--- config.mk ---
export PLATFORM = sky130hd
export DESIGN_NAME = seq_subtractor_flat
export DESIGN_NICKNAME = d
export VERILOG_FILES = /design/src/rtl/seq_subtractor_if.sv /design/src/rtl/seq_subtractor.sv /design/src/flat_wrapper.sv
export SDC_FILE = /design/constraint.sdc
export NUM_CORES = 1
export LEC_CHECK = 0
export BUFFER_PORTS_ARGS = -buffer_cell sky130_fd_sc_hd__buf_4
export CAP_MARGIN = 20
export CORE_MARGIN = 5
export CORE_UTILIZATION = 35
export DETAILED_ROUTE_END_ITERATION = 8
export GPL_ROUTABILITY_DRIVEN = 0
export PLACE_DENSITY = 0.52
export SLEW_MARGIN = 25
export SYNTH_ARGS = -nofsm -noshare
export SYNTH_HDL_FRONTEND = slang
export SYNTH_SLANG_ARGS = --single-unit
--- constraint.sdc ---
create_clock -name clk -period 4.7 [get_ports clk]
set_input_delay 1.175 -clock clk [delete_from_list [all_inputs] [get_ports clk]]
set_output_delay 1.175 -clock clk [all_outputs]
set_load 0.05 [all_outputs]
--- src/rtl/seq_subtractor_if.sv ---
// Operand/result handshake bundle for seq_subtractor.
// The producer/consumer side uses the master modport; the subtractor uses the slave modport.
interface seq_subtractor_if #(
   parameter int WIDTH = 16
);
   logic             in_valid;
   logic             in_ready;
   logic [WIDTH-1:0] a;
   logic [WIDTH-1:0] b;
   logic             b_in;
   logic             out_valid;
   logic             out_ready;
   logic [WIDTH-1:0] diff;
   logic             b_out;
   logic             zero;

   modport master (
      output in_valid, a, b, b_in, out_ready,
      input  in_ready, out_valid, diff, b_out, zero
   );

   modport slave (
      input  in_valid, a, b, b_in, out_ready,
      output in_ready, out_valid, diff, b_out, zero
   );
endinterface

--- src/rtl/seq_subtractor.sv ---
// Digit-serial subtractor: diff = a - b - b_in, DIGIT bits per cycle, LSB slice first.
// Optional macro SEQ_SUB_SAT_EN selects unsigned saturation (diff forced to 0 on underflow).
module seq_subtractor #(
   parameter int WIDTH = 16,
   parameter int DIGIT = 4
) (
   input logic          clk,
   input logic          rst,
   seq_subtractor_if.slave io
);
   localparam int NSLICE = WIDTH / DIGIT;
   localparam int CW     = (NSLICE > 1) ? $clog2(NSLICE) : 1;

   typedef enum logic [1:0] {IDLE, RUN, DONE} state_t;

   state_t           state, state_nxt;
   logic [WIDTH-1:0] a_sh, b_sh, res, res_nxt, diff_q;
   logic             borrow, b_out_q, zero_q;
   logic [CW-1:0]    count;
   logic [DIGIT-1:0] d;
   logic             br;
   logic             accept, last_slice;

   assign accept     = (state == IDLE) && io.in_valid;
   assign last_slice = (count == CW'(NSLICE - 1));

   // One slice of the borrow chain, plus the result word with this slice merged in.
   always_comb begin
      {br, d} = {1'b0, a_sh[DIGIT-1:0]} - {1'b0, b_sh[DIGIT-1:0]} - {{DIGIT{1'b0}}, borrow};
      res_nxt = res;
      res_nxt[DIGIT*int'(count) +: DIGIT] = d;
   end

   // NOTE: sequential state uses non-blocking assignments so every register
   // samples pre-edge values regardless of statement order.
   always_ff @(posedge clk) begin
      if (rst) state <= IDLE;
      else     state <= state_nxt;
   end

   // NOTE: every signal driven here gets a default first, so no path can infer a latch.
   always_comb begin
      state_nxt    = state;
      io.in_ready  = 1'b0;
      io.out_valid = 1'b0;
      case (state)
         IDLE: begin
            io.in_ready = 1'b1;
            if (io.in_valid) state_nxt = RUN;
         end
         RUN: begin
            if (last_slice) state_nxt = DONE;
         end
         DONE: begin
            io.out_valid = 1'b1;
            if (io.out_ready) state_nxt = IDLE;
         end
         default: state_nxt = IDLE;
      endcase
   end

   always_ff @(posedge clk) begin
      if (rst) begin
         a_sh    <= '0;
         b_sh    <= '0;
         res     <= '0;
         borrow  <= 1'b0;
         count   <= '0;
         diff_q  <= '0;
         b_out_q <= 1'b0;
         zero_q  <= 1'b0;
      end else if (accept) begin
         a_sh   <= io.a;
         b_sh   <= io.b;
         borrow <= io.b_in;
         count  <= '0;
         res    <= '0;
      end else if (state == RUN) begin
         a_sh   <= a_sh >> DIGIT;
         b_sh   <= b_sh >> DIGIT;
         res    <= res_nxt;
         borrow <= br;
         count  <= count + CW'(1);
         // Result outputs load only once, so they hold steady through DONE.
         if (last_slice) begin
            b_out_q <= br;
`ifdef SEQ_SUB_SAT_EN
            if (br) begin
               diff_q <= '0;
               zero_q <= 1'b1;
            end else begin
               diff_q <= res_nxt;
               zero_q <= (res_nxt == '0);
            end
`else
            diff_q <= res_nxt;
            zero_q <= (res_nxt == '0);
`endif
         end
      end
   end

   assign io.diff  = diff_q;
   assign io.b_out = b_out_q;
   assign io.zero  = zero_q;
endmodule

--- src/flat_wrapper.sv ---
// flat-port wrapper written by rule: the top's interface ports become plain ports
module seq_subtractor_flat 
#(
   parameter int WIDTH = 16,
   parameter int DIGIT = 4
)
  (clk, rst, io_in_valid, io_a, io_b, io_b_in, io_out_ready, io_in_ready, io_out_valid, io_diff, io_b_out, io_zero);
  seq_subtractor_if #(.WIDTH(WIDTH)) io_i ();
  input logic clk;
  input logic rst;
  input wire logic [$bits(io_i.in_valid)-1:0] io_in_valid;
  input wire logic [$bits(io_i.a)-1:0] io_a;
  input wire logic [$bits(io_i.b)-1:0] io_b;
  input wire logic [$bits(io_i.b_in)-1:0] io_b_in;
  input wire logic [$bits(io_i.out_ready)-1:0] io_out_ready;
  output wire logic [$bits(io_i.in_ready)-1:0] io_in_ready;
  output wire logic [$bits(io_i.out_valid)-1:0] io_out_valid;
  output wire logic [$bits(io_i.diff)-1:0] io_diff;
  output wire logic [$bits(io_i.b_out)-1:0] io_b_out;
  output wire logic [$bits(io_i.zero)-1:0] io_zero;
  assign io_i.in_valid = io_in_valid;
  assign io_i.a = io_a;
  assign io_i.b = io_b;
  assign io_i.b_in = io_b_in;
  assign io_i.out_ready = io_out_ready;
  assign io_in_ready = io_i.in_ready;
  assign io_out_valid = io_i.out_valid;
  assign io_diff = io_i.diff;
  assign io_b_out = io_i.b_out;
  assign io_zero = io_i.zero;
  seq_subtractor #(.WIDTH(WIDTH), .DIGIT(DIGIT)) u_core (.clk(clk), .rst(rst), .io(io_i));
endmodule
# --- After elaboration in Yosys (flattened, before gate mapping) ---
# Index checks and enable logic that the tools add are counted.
word_totals:
  register_bits: 71
  latchBits: 0
  ram_bits: 0
  romBits: 0
  out_inout_bits: 20
  word_cells: 42
  memories: 0
op_classes:
  addsub: 4
  n_mul: 0
  div: 0
  order_cmp: 0
  n_eq_ne: 6
  n_shift: 2
  n_mux: 13
  bitwise_logic: 1
  reduce_logical: 7
op_table:
  columns: ["op", "count"]
  rows:
  - ["16-bit 2-to-1 mux", 4]
  - ["4-bit negator with 33-bit output", 1]
  - ["4-bit by 33-bit variable shift with 16-bit output, first input constant", 1]
  - ["4-bit by 33-bit variable part select with 16-bit output", 1]
  - ["16-bit bitwise mux", 1]
  - ["16-bit zero test", 1]
  - ["2-bit 2-to-1 mux", 3]
  - ["2-bit one-hot mux with 3 select lines", 1]
  - ["3-bit AND reduction", 2]
  - ["4-bit by 4-bit subtractor with 5-bit output", 1]
  - ["5-bit by 1-bit subtractor with 5-bit output", 1]
  - ["2-bit == test, second input constant", 2]
  - ["1-bit 2-to-1 mux", 4]
  - ["2-bit inequality test, second input constant", 2]
  - ["2-bit by 1-bit adder with 2-bit output, second input constant", 1]
  - ["2-bit by 1-bit == test with 1-bit output, second input constant", 1]
  - ["2-bit zero test", 1]
  - ["2-bit by 1-bit inequality test with 1-bit output, second input constant", 1]
  - ["2-bit nonzero test", 1]
  - ["2-bit OR reduction", 1]
  - ["1-bit logical AND", 1]
  - ["1-bit inverter", 1]

# --- Logic depth before layout (Yosys ltp) ---
# Gate-level depths: netlist of the first run.
logic_depth:
  word_depth: 5
  ltp_mapped: 9
  mapped_depth_nobuf: 8

# --- Least setup slack after synthesis of the first run ---
# No wires, ideal clock.
synth_path:
  path_type: "register to output"
  from: "register u_core.state[1]"
  to: "output io_out_valid"
  arrival_time_ns: 1.192
  t_required_ns: 3.525
  slack_ns: 2.333
  stages_incl_launch_ff: 2
  n_path_buf: 0
  path_cell_list: "dfxtp_1 -> nor2b_1"
synth_between:
  elab_chain_len: 2
synth_lines:
  columns: ["item", "line", "source"]
  rows:
  - ["start, declared", "seq_subtractor.sv:16", "state_t state, state_nxt;"]
  - ["start signal, assigned", "seq_subtractor.sv:38", "else state <= state_nxt;"]
  - ["2-bit == test", "seq_subtractor.sv:46", "case (state)"]
  - ["1-bit 2-to-1 mux", "seq_subtractor.sv:46", null]
  - ["end, declared", "flat_wrapper.sv:17", "output wire logic [$bits(io_i.out_valid)-1:0] io_out_valid;"]
# Every way passes these cells.

# --- Worst setup path after layout of the first run ---
layout_path:
  from: "register u_core.borrow"
  to: "register u_core.diff_q[3], in the netlist u_core.io.diff[3]"
layout_between:
  elab_chain_len: 3
layout_lines:
  columns: ["item", "line", "source"]
  rows:
  - ["start, declared", "seq_subtractor.sv:18", "logic borrow, b_out_q, zero_q;"]
  - ["start signal, assigned", "seq_subtractor.sv:75", "borrow <= io.b_in;"]
  - ["start signal, assigned", "seq_subtractor.sv:82", "borrow <= br;"]
  - ["5-bit by 1-bit subtractor with 5-bit output", "seq_subtractor.sv:29", "{br, d} = {1'b0, a_sh[DIGIT-1:0]} - {1'b0, b_sh[DIGIT-1:0]} - {{DIGIT{1'b0}}, borrow};"]
  - ["4-bit by 33-bit variable part select with 16-bit output", "seq_subtractor.sv:31", "res_nxt[DIGIT*int'(count) +: DIGIT] = d;"]
  - ["16-bit bitwise mux", "seq_subtractor.sv:31", null]
  - ["end signal, assigned", "seq_subtractor.sv:96", "diff_q <= res_nxt;"]
  - ["end, declared", "seq_subtractor.sv:17", "logic [WIDTH-1:0] a_sh, b_sh, res, res_nxt, diff_q;"]
# Every way passes these cells.
# A chain may end at the register's enable or synchronous reset.

==> results.py, run 1 <==
metrics = {
    "sta": {
        "rsz0062_at_grt": "no",
        "final-setup-viol-count": 0,
        "worst_pin_slew_ns": 0.7352,
        "slew_violations": 0,
        "fin_worst_hold_slack_ns": 0.4564,
        "finalCritPeriodShare_pct": 52.94,
        "period_minus_slack_ns": 2.488,
        "fmax_ghz": 0.4019,
        "hold_viol_final": 0,
        "finalSetupTns_ns": 0,
        "fin_skew_ns": 0.01172,
        "timing.slew.headroom_pct": 50.28,
    },
    "floorplan": {
        "placementRows": 35,
        "die_y_um": 106.6,
        "ios": 57,
        "core_um2": 9153,
        "start_util_pct": 35.69,
        "die-width_um": 106.6,
        "design.die.area_um2": 11370,
    },
    "min_path": {
        "hold_depth": 2,
        "worstHoldPathType": "reg2reg",
    },
    "route": {
        "vias": 2840,
        "wl_per_cell_um": 15.18,
        "viasPerCell": 5.250,
        "wirelength_um": 8210,
        "drc": 0,
        "initialDrtViolationCount": 183,
        "postRouteAntennaNets": 0,
        "dr.pass1.iters": 4,
    },
    "critical_path": {
        "critPathSlowestCell": "fa_1",
        "end_kind": "flop",
        "crit_fanout": 8,
        "crit_family": "compound AO/OA/AOI/OAI gates",
        "cpMostUsedCell": "inv_1",
        "path_class": "reg2reg",
        "r2r_cells": 8,
        "crit_cells": 8,
        "crit_required_ns": 4.95,
        "cp-start-kind": "flop",
        "critPathMaxStageDelay_ns": 0.55,
        "cp_data_arrival_time_ns": 2.74,
        "worstPathCellList": "inv_1, fa_1, inv_1, ha_1, o21a_1, o21ai_1, a31oi_1, a211oi_1",
        "crit_buf_inv": 2,
    },
    "place": {
        "hpwl_um": 5639,
        "numPortBuffers": 56,
        "placed_area_um2": 3724,
    },
    "clocking": {
        "clk_path_buf_depth": 2,
        "post_cts_buffers": 0,
        "clockRootBuffer": "clkbuf_8",
        "numClockSinks": 71,
        "clkSlewWorstSetupHoldPaths_ns": 0.08,
        "cts_hold_buf": 0,
        "numCtsBuffers": 9,
        "htree_num_levels": 3,
        "insertion_delay_ns": 0.34,
        "tritoncts": "done",
        "post_cts_resized": 0,
    },
    "synthesis": {
        "ys_seq_area_share_pct": 43.51,
        "syn-num-nets": 432,
        "synth_edf_count": 0,
        "synthCells": 382,
        "async_flop_share_pct": 0,
        "synth_area_um2": 3267,
        "synth-main-ff-cell": "dfxtp_1",
        "ys_ff_latch": 71,
        "syn_avg_cell_area_um2": 8.552,
        "yosysWarningCount": 0,
        "yosysUniqueCellTypes": 47,
    },
    "global_routing": {
        "grt_pass1_vias": 2538,
        "grt.overflow.total": 0,
        "antenna_found_initial": 0,
        "grtUsageTotal_pct": 14.53,
        "grt_first_pass_wirelength_um": 13140,
        "grt_max_degree": 58,
    },
    "finish": {
        "antenna_cells": 0,
        "drive_above_1_share_pct": 20.00,
        "synthToLayoutAreaGrowth_pct": 19.61,
        "design_area_um2": 3908,
        "nNetsFinal": 475,
    },
    "run_status": {
        "status": "finished, final reports clean",
    },
    "pwr": {
        "p_leak_nw": 1.463,
        "ir_worst_vdd_uv": 127.7,
        "cellPowerDensity_nw_per_um2": 338.8,
    },
    "run": {
        "cap_violations": 0,
    },
}
[power by group]
group	internal [mW]	switching (mW)
Sequential	0.627	0.0170
Clock	0.219	0.237
Combinational	0.0856	0.138
Total	0.931	0.393
[metrics by stage]
step	power [mW]	utilization (%)	cells	setup WS, ns
2_1_floorplan	0.8119	-	382	2.333
3_3_place_gp	0.8806	40.62	525	2.153
3_5_place_dp	0.8844	40.68	525	2.130
4_1_cts	1.342	42.69	541	2.177
5_1_grt	1.397	42.69	541	2.016
6_report	1.324	42.69	541	2.212
[cell usage in the layout, fill, tap and decap left out, drive strengths merged, types with 3 or more instances in the layout]
cell type | netlist | routed
a211oi | 21 | 21
a21oi | 56 | 56
a22oi | 25 | 25
a311oi | 3 | 3
buf | 19 | 59
clkbuf | 8 | 11
clkinvlp | 0 | 3
dfxtp | 71 | 71
ha | 12 | 12
inv | 12 | 12
nand2 | 46 | 46
nand2b | 7 | 7
nand3 | 11 | 11
nand4 | 3 | 3
nor2 | 31 | 31
nor2b | 15 | 15
nor3 | 4 | 4
o21ai | 7 | 7
xor2 | 3 | 3
[path summary, 6_finish.rpt]
kind	startpoint	to	slack, ns
worst max register to register	u_core.borrow	u_core.io.diff[3]	2.21
worst min register to register	u_core.a_sh[4]	u_core.a_sh[4]	0.46
worst min-delay path	u_core.a_sh[4]	u_core.a_sh[4]	0.46
worst max-delay path	u_core.borrow	u_core.io.diff[3]	2.21
[cell type report]
| class | count | area (um2) |
|---|---|---|
| Timing Repair Buffer | 59 | 442.9 |
| Sequential cell | 71 | 1421 |
| Inverter | 12 | 45.04 |
| Clock buffer | 11 | 151.4 |
| Tap cell | 111 | 138.9 |
| Multi-Input combinational cell | 272 | 1675 |
| Clock inverter | 5 | 32.53 |
| Fill cell | 948 | 5245 |
[metal layers]
layer,track usage (%),routed length [um],vias to the layer above
li1,-,-,1447
met4,4.658,72,0
met2,20.41,3637,64
met3,3.432,347,6
met5,0,0,-
met1,21.74,4153,1323
[flip-flops by register name, summed over array words and instances, names as in the netlist]
name and count:
u_core.a_sh 16, u_core.b_sh 16, u_core.io.diff 16, u_core.res 16, u_core.count 2, u_core.state 2, u_core.borrow 1, u_core.io.b_out 1
u_core.io.zero 1
[kinds of logic (layout without fill, tap and decap cells)]
kind of cell / after synthesis / in the layout / synth area share [%]
and+or+nand+nor: 131 / 131 / 20.45
adders and majority gates: 13 / 13 / 5.209
buffers and inverters: 39 / 87 / 5.630
xor gates and xnor gates: 3 / 3 / 0.8044
DFF: 71 / 71 / 43.51
AOI/OAI and AO/OA: 125 / 125 / 24.40
[cell usage after synthesis (3+ instances only)]
cell type / count / area share [%]
nor2b_1: 15 / 2.9
a21oi_1: 56 / 8.6
inv_1: 12 / 1.4
nand3_1: 11 / 1.7
clkbuf_1: 7 / 0.80
a211oi_1: 20 / 4.6
nand2b_1: 7 / 1.3
buf_4: 3 / 0.69
nand2_1: 46 / 5.3
a22oi_1: 25 / 5.7
ha_1: 12 / 4.6
nor2_1: 30 / 3.4
o21ai_0: 6 / 0.92
nor3_1: 4 / 0.61
a311oi_1: 3 / 0.80
dfxtp_1: 71 / 44
buf_2: 14 / 2.1
nand4_1: 3 / 0.57
xor2_1: 3 / 0.80
[worst register-to-register path, cell delays in order (launching register included)]
cell and delay, ns:
dfxtp_1 0.34, inv_1 0.06, fa_1 0.55, inv_1 0.05, ha_1 0.20, o21a_1 0.22
o21ai_1 0.53, a31oi_1 0.20, a211oi_1 0.25
No activity file was read; power rests on OpenSTA's default activity.
==> run 2, diff against run 1 <==
--- a/config.mk
+++ b/config.mk
@@ -5,13 +5,14 @@
 export SDC_FILE = /design/constraint.sdc
 export NUM_CORES = 1
 export LEC_CHECK = 0
+export ABC_AREA = 1
 export BUFFER_PORTS_ARGS = -buffer_cell sky130_fd_sc_hd__buf_4
 export CAP_MARGIN = 20
 export CORE_MARGIN = 5
 export CORE_UTILIZATION = 35
 export DETAILED_ROUTE_END_ITERATION = 8
 export GPL_ROUTABILITY_DRIVEN = 0
-export PLACE_DENSITY = 0.52
+export PLACE_DENSITY = 0.54
 export SLEW_MARGIN = 25
 export SYNTH_ARGS = -nofsm -noshare
 export SYNTH_HDL_FRONTEND = slang
==> constraint.sdc (replaced) <==
create_clock -name clk -period 2.03 [get_ports clk]
set_input_delay 0.5075 -clock clk [delete_from_list [all_inputs] [get_ports clk]]
set_output_delay 0.5075 -clock clk [all_outputs]
set_load 0.05 [all_outputs]
==> run 2 against run 1 <==
Compared with the run above: the flow now finishes with violations (setup timing); synthesized cell count is 28% higher; register-to-register slack worse by 2.4 ns; routed wire length is 8.3% higher; design area is 13% higher; die area rose by 2.4%.
==> results.py, run 2 <==
metrics = {
    "route": {
        "initialDrtViolationCount": 165,
        "wl_per_cell_um": 12.77,
        "postRouteAntennaNets": 0,
        "vias": 3236,
        "wirelength_um": 8891,
        "viasPerCell": 4.649,
        "dr.pass1.iters": 4,
        "drc": 0,
    },
    "clocking": {
        "clkSlewWorstSetupHoldPaths_ns": 0.08,
        "clockRootBuffer": "clkbuf_8",
        "insertion_delay_ns": 0.34,
        "htree_num_levels": 3,
        "cts_hold_buf": 0,
        "numCtsBuffers": 9,
        "tritoncts": "done",
        "clk_path_buf_depth": 2,
        "numClockSinks": 71,
    },
    "critical_path": {
        "end_kind": "flop",
        "r2r_slack_ns": -0.20,
        "cp-start-kind": "flop",
        "crit_fanout": 3,
        "path_class": "reg2reg",
        "cp_data_arrival_time_ns": 2.45,
        "r2r_cells": 14,
        "crit_required_ns": 2.25,
    },
    "synthesis": {
        "synth-main-ff-cell": "dfxtp_1",
        "synth-compound-area-share_pct": 15.12,
        "synthTopCellsByCount": "161 x nand2_1, 71 x dfxtp_1, 68 x inv_1",
        "async_flop_share_pct": 0,
        "synth_top_area_share_pct": 42.40,
        "syn-num-nets": 539,
        "synth_top_family_by_area": "simple AND/OR/NAND/NOR gates",
        "yosysWarningCount": 0,
        "synth_xor_xnor_area_share_pct": 0.2613,
        "synthTopCellsByArea": "dfxtp_1 42%, nand2_1 18%, inv_1 7.6%",
        "synth_mux_area_share_pct": 0,
        "synthSimpleGateAreaFrac_pct": 26.13,
        "synth_area_um2": 3352,
        "synth_edf_count": 0,
        "synth-adder-area-share_pct": 5.077,
        "yosys.area.top_type": "dfxtp_1",
        "synthCells": 489,
        "syn_avg_cell_area_um2": 6.855,
        "ys_ff_latch": 71,
        "synthMostInstantiatedCell": "nand2_1",
        "yosysUniqueCellTypes": 23,
        "ys_seq_area_share_pct": 42.40,
    },
    "sta": {
        "setup_ws_ns": -0.2015,
        "final-setup-viol-count": 18,
        "slew_violations": 0,
        "rsz0062_at_grt": "yes",
        "timing.slew.headroom_pct": 72.86,
        "fin_skew_ns": 0.01147,
        "fmax_ghz": 0.4481,
        "hold_viol_final": 0,
        "fin_worst_hold_slack_ns": 0.4244,
        "finalCritPeriodShare_pct": 109.9,
        "period_minus_slack_ns": 2.232,
        "worst_pin_slew_ns": 0.4071,
    },
    "floorplan": {
        "ios": 57,
        "design.die.area_um2": 11630,
        "core_um2": 9284,
        "placementRows": 35,
        "start_util_pct": 36.11,
        "die_y_um": 107.9,
        "die-width_um": 107.9,
    },
    "global_routing": {
        "grt.overflow.total": 0,
        "antenna_found_initial": 0,
        "met1_usage_pct": 23.95,
        "met3_usage_pct": 2.340,
        "top_usage_layer": "met1",
        "grtUsageTotal_pct": 16.16,
        "grt_max_degree": 37,
        "gr-usage-met2_pct": 23.67,
        "grt_pass1_vias": 3116,
        "grt_first_pass_wirelength_um": 15020,
    },
    "finish": {
        "final_cell_mix": "148 x nand2_1, 77 x buf_4, 69 x dfxtp_1",
        "design_area_um2": 4423,
        "synthToLayoutAreaGrowth_pct": 31.95,
        "drive_above_1_share_pct": 25.75,
        "nNetsFinal": 613,
        "antenna_cells": 0,
        "layout_commonest_cell": "nand2_1",
        "utilization_pct": 47.64,
        "fillers": 994,
    },
    "run": {
        "cap_violations": 0,
    },
    "pwr": {
        "switching_share_pct": 31.15,
        "p_seq_share_pct": 46.8,
        "cellPowerDensity_nw_per_um2": 724.9,
        "ir_worst_vdd_uv": 325.7,
        "intPower_mw": 2.207,
        "total_power_mw": 3.206,
        "switchingPower_mw": 0.9988,
        "clkPwrFrac_pct": 30.4,
        "combPwrFrac_pct": 22.8,
        "p_leak_nw": 2.093,
    },
    "min_path": {
        "worstHoldPathType": "in2reg",
        "hold_depth": 3,
    },
    "place": {
        "placed_area_um2": 4036,
        "numPortBuffers": 56,
        "hpwl_um": 6154,
    },
    "run_status": {
        "violations": "setup timing",
        "status": "finished, violations left",
    },
}
-- run 2: cell types whose count changed after synthesis, sizes merged, moves of 11 or more --
| cell | previous run | this run |
|---|---|---|
| a211oi | 21 | 0 |
| a21oi | 56 | 24 |
| a22oi | 25 | 0 |
| a31oi | 1 | 25 |
| buf | 19 | 8 |
| inv | 12 | 71 |
| nand2 | 46 | 161 |
| nor2 | 31 | 48 |
| nor2b | 15 | 0 |
| o21ai | 7 | 18 |
-- run 2: routing by layer --
layer	share of wire, %	routed length, um
met5	0	0
met4	1.5	129
met1	50	4415
met3	4.8	423
met2	44	3921
-- run 2: final timing paths --
path,startpoint,to
setup / recovery,u_core.b_sh[0],u_core.io.zero
hold / removal,io_a[14],u_core.a_sh[14]
setup reg to reg,u_core.b_sh[0],u_core.io.zero
hold reg to reg,u_core.b_sh[12],u_core.b_sh[12]
-- run 2: cells by family after synthesis --
group | after synthesis
AO/OA/AOI/OAI | 86
XOR/XNOR | 1
adder cells (fa/ha/maj) | 13
buffers and inverters | 95
flip-flops | 71
AND/OR/NAND/NOR | 223
-- run 2: layout make-up --
type / instances / area [um2] / area share [%]
clock buffers: 9 / 123.9 / 2.801
clock inverters: 6 / 38.79 / 0.8769
inverters: 74 / 277.8 / 6.280
multi-input cells: 323 / 1732 / 39.15
flip-flops and latches: 71 / 1424 / 32.19
well taps: 129 / 161.4 / 3.649
repair buffers: 84 / 665.6 / 15.05
-- run 2: metrics by stage --
stage | std cells | setup TNS (ns) | worst slack [ns]
floorplan | 489 | 0 | 0.001871
global placement | 676 | -1.240 | -0.1931
detailed placement | 676 | -1.737 | -0.2105
CTS | 693 | -1.359 | -0.1984
global route | 696 | -4.413 | -0.3321
finish | 696 | -1.699 | -0.2015
-- run 2: power groups by stage --
stage          clock [mW]  sequential, mW  combinational, mW
2_1_floorplan           0            1.52              0.375
3_3_place_gp            0            1.53              0.591
3_5_place_dp            0            1.53              0.595
4_1_cts             0.999            1.50              0.652
5_1_grt              1.06            1.51              0.822
6_report            0.975            1.50              0.732
-- run 2: worst max-delay path, stage by stage, from the launching register on --
cell,delay [ns]
dfxtp_2,0.34
inv_2,0.04
fa_2,0.58
inv_2,0.05
ha_4,0.15
o21ai_4,0.18
nand2_4,0.11
nand2_4,0.09
nand4_1,0.14
nor2_1,0.16
nor2_2,0.07
nand2_1,0.07
nor2_1,0.05
nand2_1,0.06
a21oi_2,0.05
-- run 2: repair_timing --
action,4_1_cts,5_1_grt
buffers inserted,2,4
endpoints found under the setup margin,23,32
resized for setup,27,34
pin swaps,15,16
==> run 3, diff against run 2 <==
--- a/config.mk
+++ b/config.mk
@@ -9,10 +9,10 @@
 export BUFFER_PORTS_ARGS = -buffer_cell sky130_fd_sc_hd__buf_4
 export CAP_MARGIN = 20
 export CORE_MARGIN = 5
-export CORE_UTILIZATION = 35
+export CORE_UTILIZATION = 50
 export DETAILED_ROUTE_END_ITERATION = 8
 export GPL_ROUTABILITY_DRIVEN = 0
-export PLACE_DENSITY = 0.54
+export PLACE_DENSITY = 0.7
 export SLEW_MARGIN = 25
 export SYNTH_ARGS = -nofsm -noshare
 export SYNTH_HDL_FRONTEND = slang
==> constraint.sdc (replaced) <==
create_clock -name clk -period 2.3 [get_ports clk]
set_input_delay 0.575 -clock clk [delete_from_list [all_inputs] [get_ports clk]]
set_output_delay 0.575 -clock clk [all_outputs]
set_load 0.05 [all_outputs]
==> run 3 against run 2 <==
Compared with the run above: the run now ends clean; clock power grew 4%; power shrank 10%; register-to-register slack gained 0.28 ns; worst setup slack gained 0.28 ns; critical endpoint unchanged; largest cell class unchanged; largest power group unchanged.
==> results.py, run 3 (same netlist as run 2, synthesis figures left out) <==
metrics = {
    "pwr": {
        "p_leak_nw": 2.047,
        "cellPowerDensity_nw_per_um2": 684.0,
        "total_power_mw": 2.881,
        "ir_worst_vdd_uv": 373.5,
    },
    "finish": {
        "seqCellArea_um2": 1423,
        "synthToLayoutAreaGrowth_pct": 25.64,
        "antenna_cells": 0,
        "multi_input_area_um2": 1645,
        "layout_commonest_cell": "nand2_1",
        "design_area_um2": 4212,
        "fillers": 598,
        "drive_above_1_share_pct": 20.71,
        "utilization_pct": 65.58,
        "nNetsFinal": 605,
        "final_cell_mix": "157 x nand2_1, 76 x buf_4, 70 x dfxtp_1",
    },
    "global_routing": {
        "antenna_found_initial": 0,
        "grt_pass1_vias": 3114,
        "grt_first_pass_wirelength_um": 14330,
        "grtUsageTotal_pct": 20.82,
        "grt.overflow.total": 0,
        "grt_max_degree": 44,
    },
    "critical_path": {
        "cp_data_arrival_time_ns": 2.44,
        "crit_fanout": 3,
        "crit_required_ns": 2.52,
        "r2r_cells": 14,
        "end_kind": "flop",
        "cp-start-kind": "flop",
        "reg2reg_from": "u_core.b_sh[0]",
        "path_class": "reg2reg",
        "r2r_slack_ns": 0.07,
        "rr_endpoint": "u_core.io.zero",
    },
    "floorplan": {
        "placementRows": 29,
        "start_util_pct": 52.19,
        "die-width_um": 91.88,
        "ios": 57,
        "core_um2": 6422,
        "design.die.area_um2": 8441,
        "die_y_um": 91.88,
    },
    "min_path": {
        "hold_end": "u_core.b_sh[12]",
        "worstHoldPathType": "reg2reg",
        "hold_depth": 2,
        "worstHoldStart": "u_core.b_sh[12]",
    },
    "sta": {
        "finalCritPeriodShare_pct": 96.80,
        "period_minus_slack_ns": 2.226,
        "fin_worst_hold_slack_ns": 0.4620,
        "timing.slew.headroom_pct": 53.76,
        "slew_violations": 0,
        "hold_viol_final": 0,
        "fmax_ghz": 0.4492,
        "worst_pin_slew_ns": 0.6920,
        "rsz0062_at_grt": "yes",
        "final-setup-viol-count": 0,
        "fin_skew_ns": 0.01344,
    },
    "clocking": {
        "tritoncts": "done",
        "numClockSinks": 71,
        "insertion_delay_ns": 0.34,
        "post_cts_buffers": 0,
        "clockRootBuffer": "clkbuf_8",
        "cts_hold_buf": 0,
        "numCtsBuffers": 9,
        "htree_num_levels": 3,
        "clkSlewWorstSetupHoldPaths_ns": 0.08,
        "clk_path_buf_depth": 2,
    },
    "route": {
        "wl_per_cell_um": 13.34,
        "drc": 0,
        "initialDrtViolationCount": 238,
        "wirelength_um": 8499,
        "viasPerCell": 5.085,
        "postRouteAntennaNets": 0,
        "dr.pass1.iters": 4,
        "vias": 3239,
    },
    "run_status": {
        "status": "finished, final reports clean",
    },
    "place": {
        "numPortBuffers": 56,
        "placed_area_um2": 3928,
        "hpwl_um": 5874,
    },
    "run": {
        "cap_violations": 0,
    },
}
==> run 3: cell count changes in the layout (fill, tap and decap cells not counted), sizes merged <==
cell,delta
buf,-8
clkbuf,+2
clkinvlp,-2
bufinv,+1
==> run 3: routing by layer <==
metal	vias to the layer above	GRT usage, %	part of all wire [%]
li1	1669	-	-
met1	1486	30.84	49
met2	75	30.66	44
met3	9	3.682	5.5
met4	0	6.559	1.1
met5	-	0	0
==> run 3: critical path, cell delays in order (launching register included) <==
cell     delay (ns)
dfxtp_2        0.33
inv_2          0.04
fa_2           0.60
inv_2          0.05
ha_4           0.15
o21ai_4        0.15
nand2_1        0.12
nand2_1        0.11
nand4_1        0.12
nor2_1         0.14
nor2_2         0.06
nand2_1        0.06
nor2_1         0.04
nand2_1        0.06
a21oi_1        0.06
==> run 3: how the worst max path moves through the flow <==
stage,start,to,slack (ns),depth (start not counted)
global placement,u_core.borrow,u_core.io.zero,-0.006,13
finish,u_core.b_sh[0],u_core.io.zero,0.07,14
CTS,u_core.borrow,u_core.io.zero,0.006,13
detailed placement,u_core.borrow,u_core.io.zero,-0.10,13
floorplan,u_core.borrow,u_core.io.zero,0.14,13
global route,u_core.b_sh[0],u_core.io.zero,-0.09,15
==> run 3: report_power, final <==
| part | internal [mW] | switching, mW | leakage [nW] |
|---|---|---|---|
| clock network | 0.532 | 0.474 | 0.103 |
| logic | 0.220 | 0.330 | 1.36 |
| registers | 1.29 | 0.0340 | 0.580 |
| total | 2.04 | 0.839 | 2.05 |
==> run 3: area by class of cell <==
type | count | share of cell area, %
clock inverters | 5 | 1.367
multi-input cells | 323 | 39.07
flip-flops and latches | 71 | 33.78
repair buffers | 76 | 13.55
clock buffers | 11 | 3.357
well taps | 77 | 2.288
inverters | 74 | 6.595
==> run 3: per-stage QoR <==
stage                     instances  setup TNS, ns  setup slack [ns]
after global routing            637        -0.1121          -0.09345
after detailed placement        621        -0.2115           -0.1041
after CTS                       637              0          0.006202
after floorplan                 489              0            0.1409
final                           637              0           0.07363
after global placement          621      -0.006042         -0.006042
==> run 3: timing repair <==
item / CTS / global route
endpoints found under the setup margin: 5 / 17
resized for setup: 1 / 22
pin swaps: 0 / 10
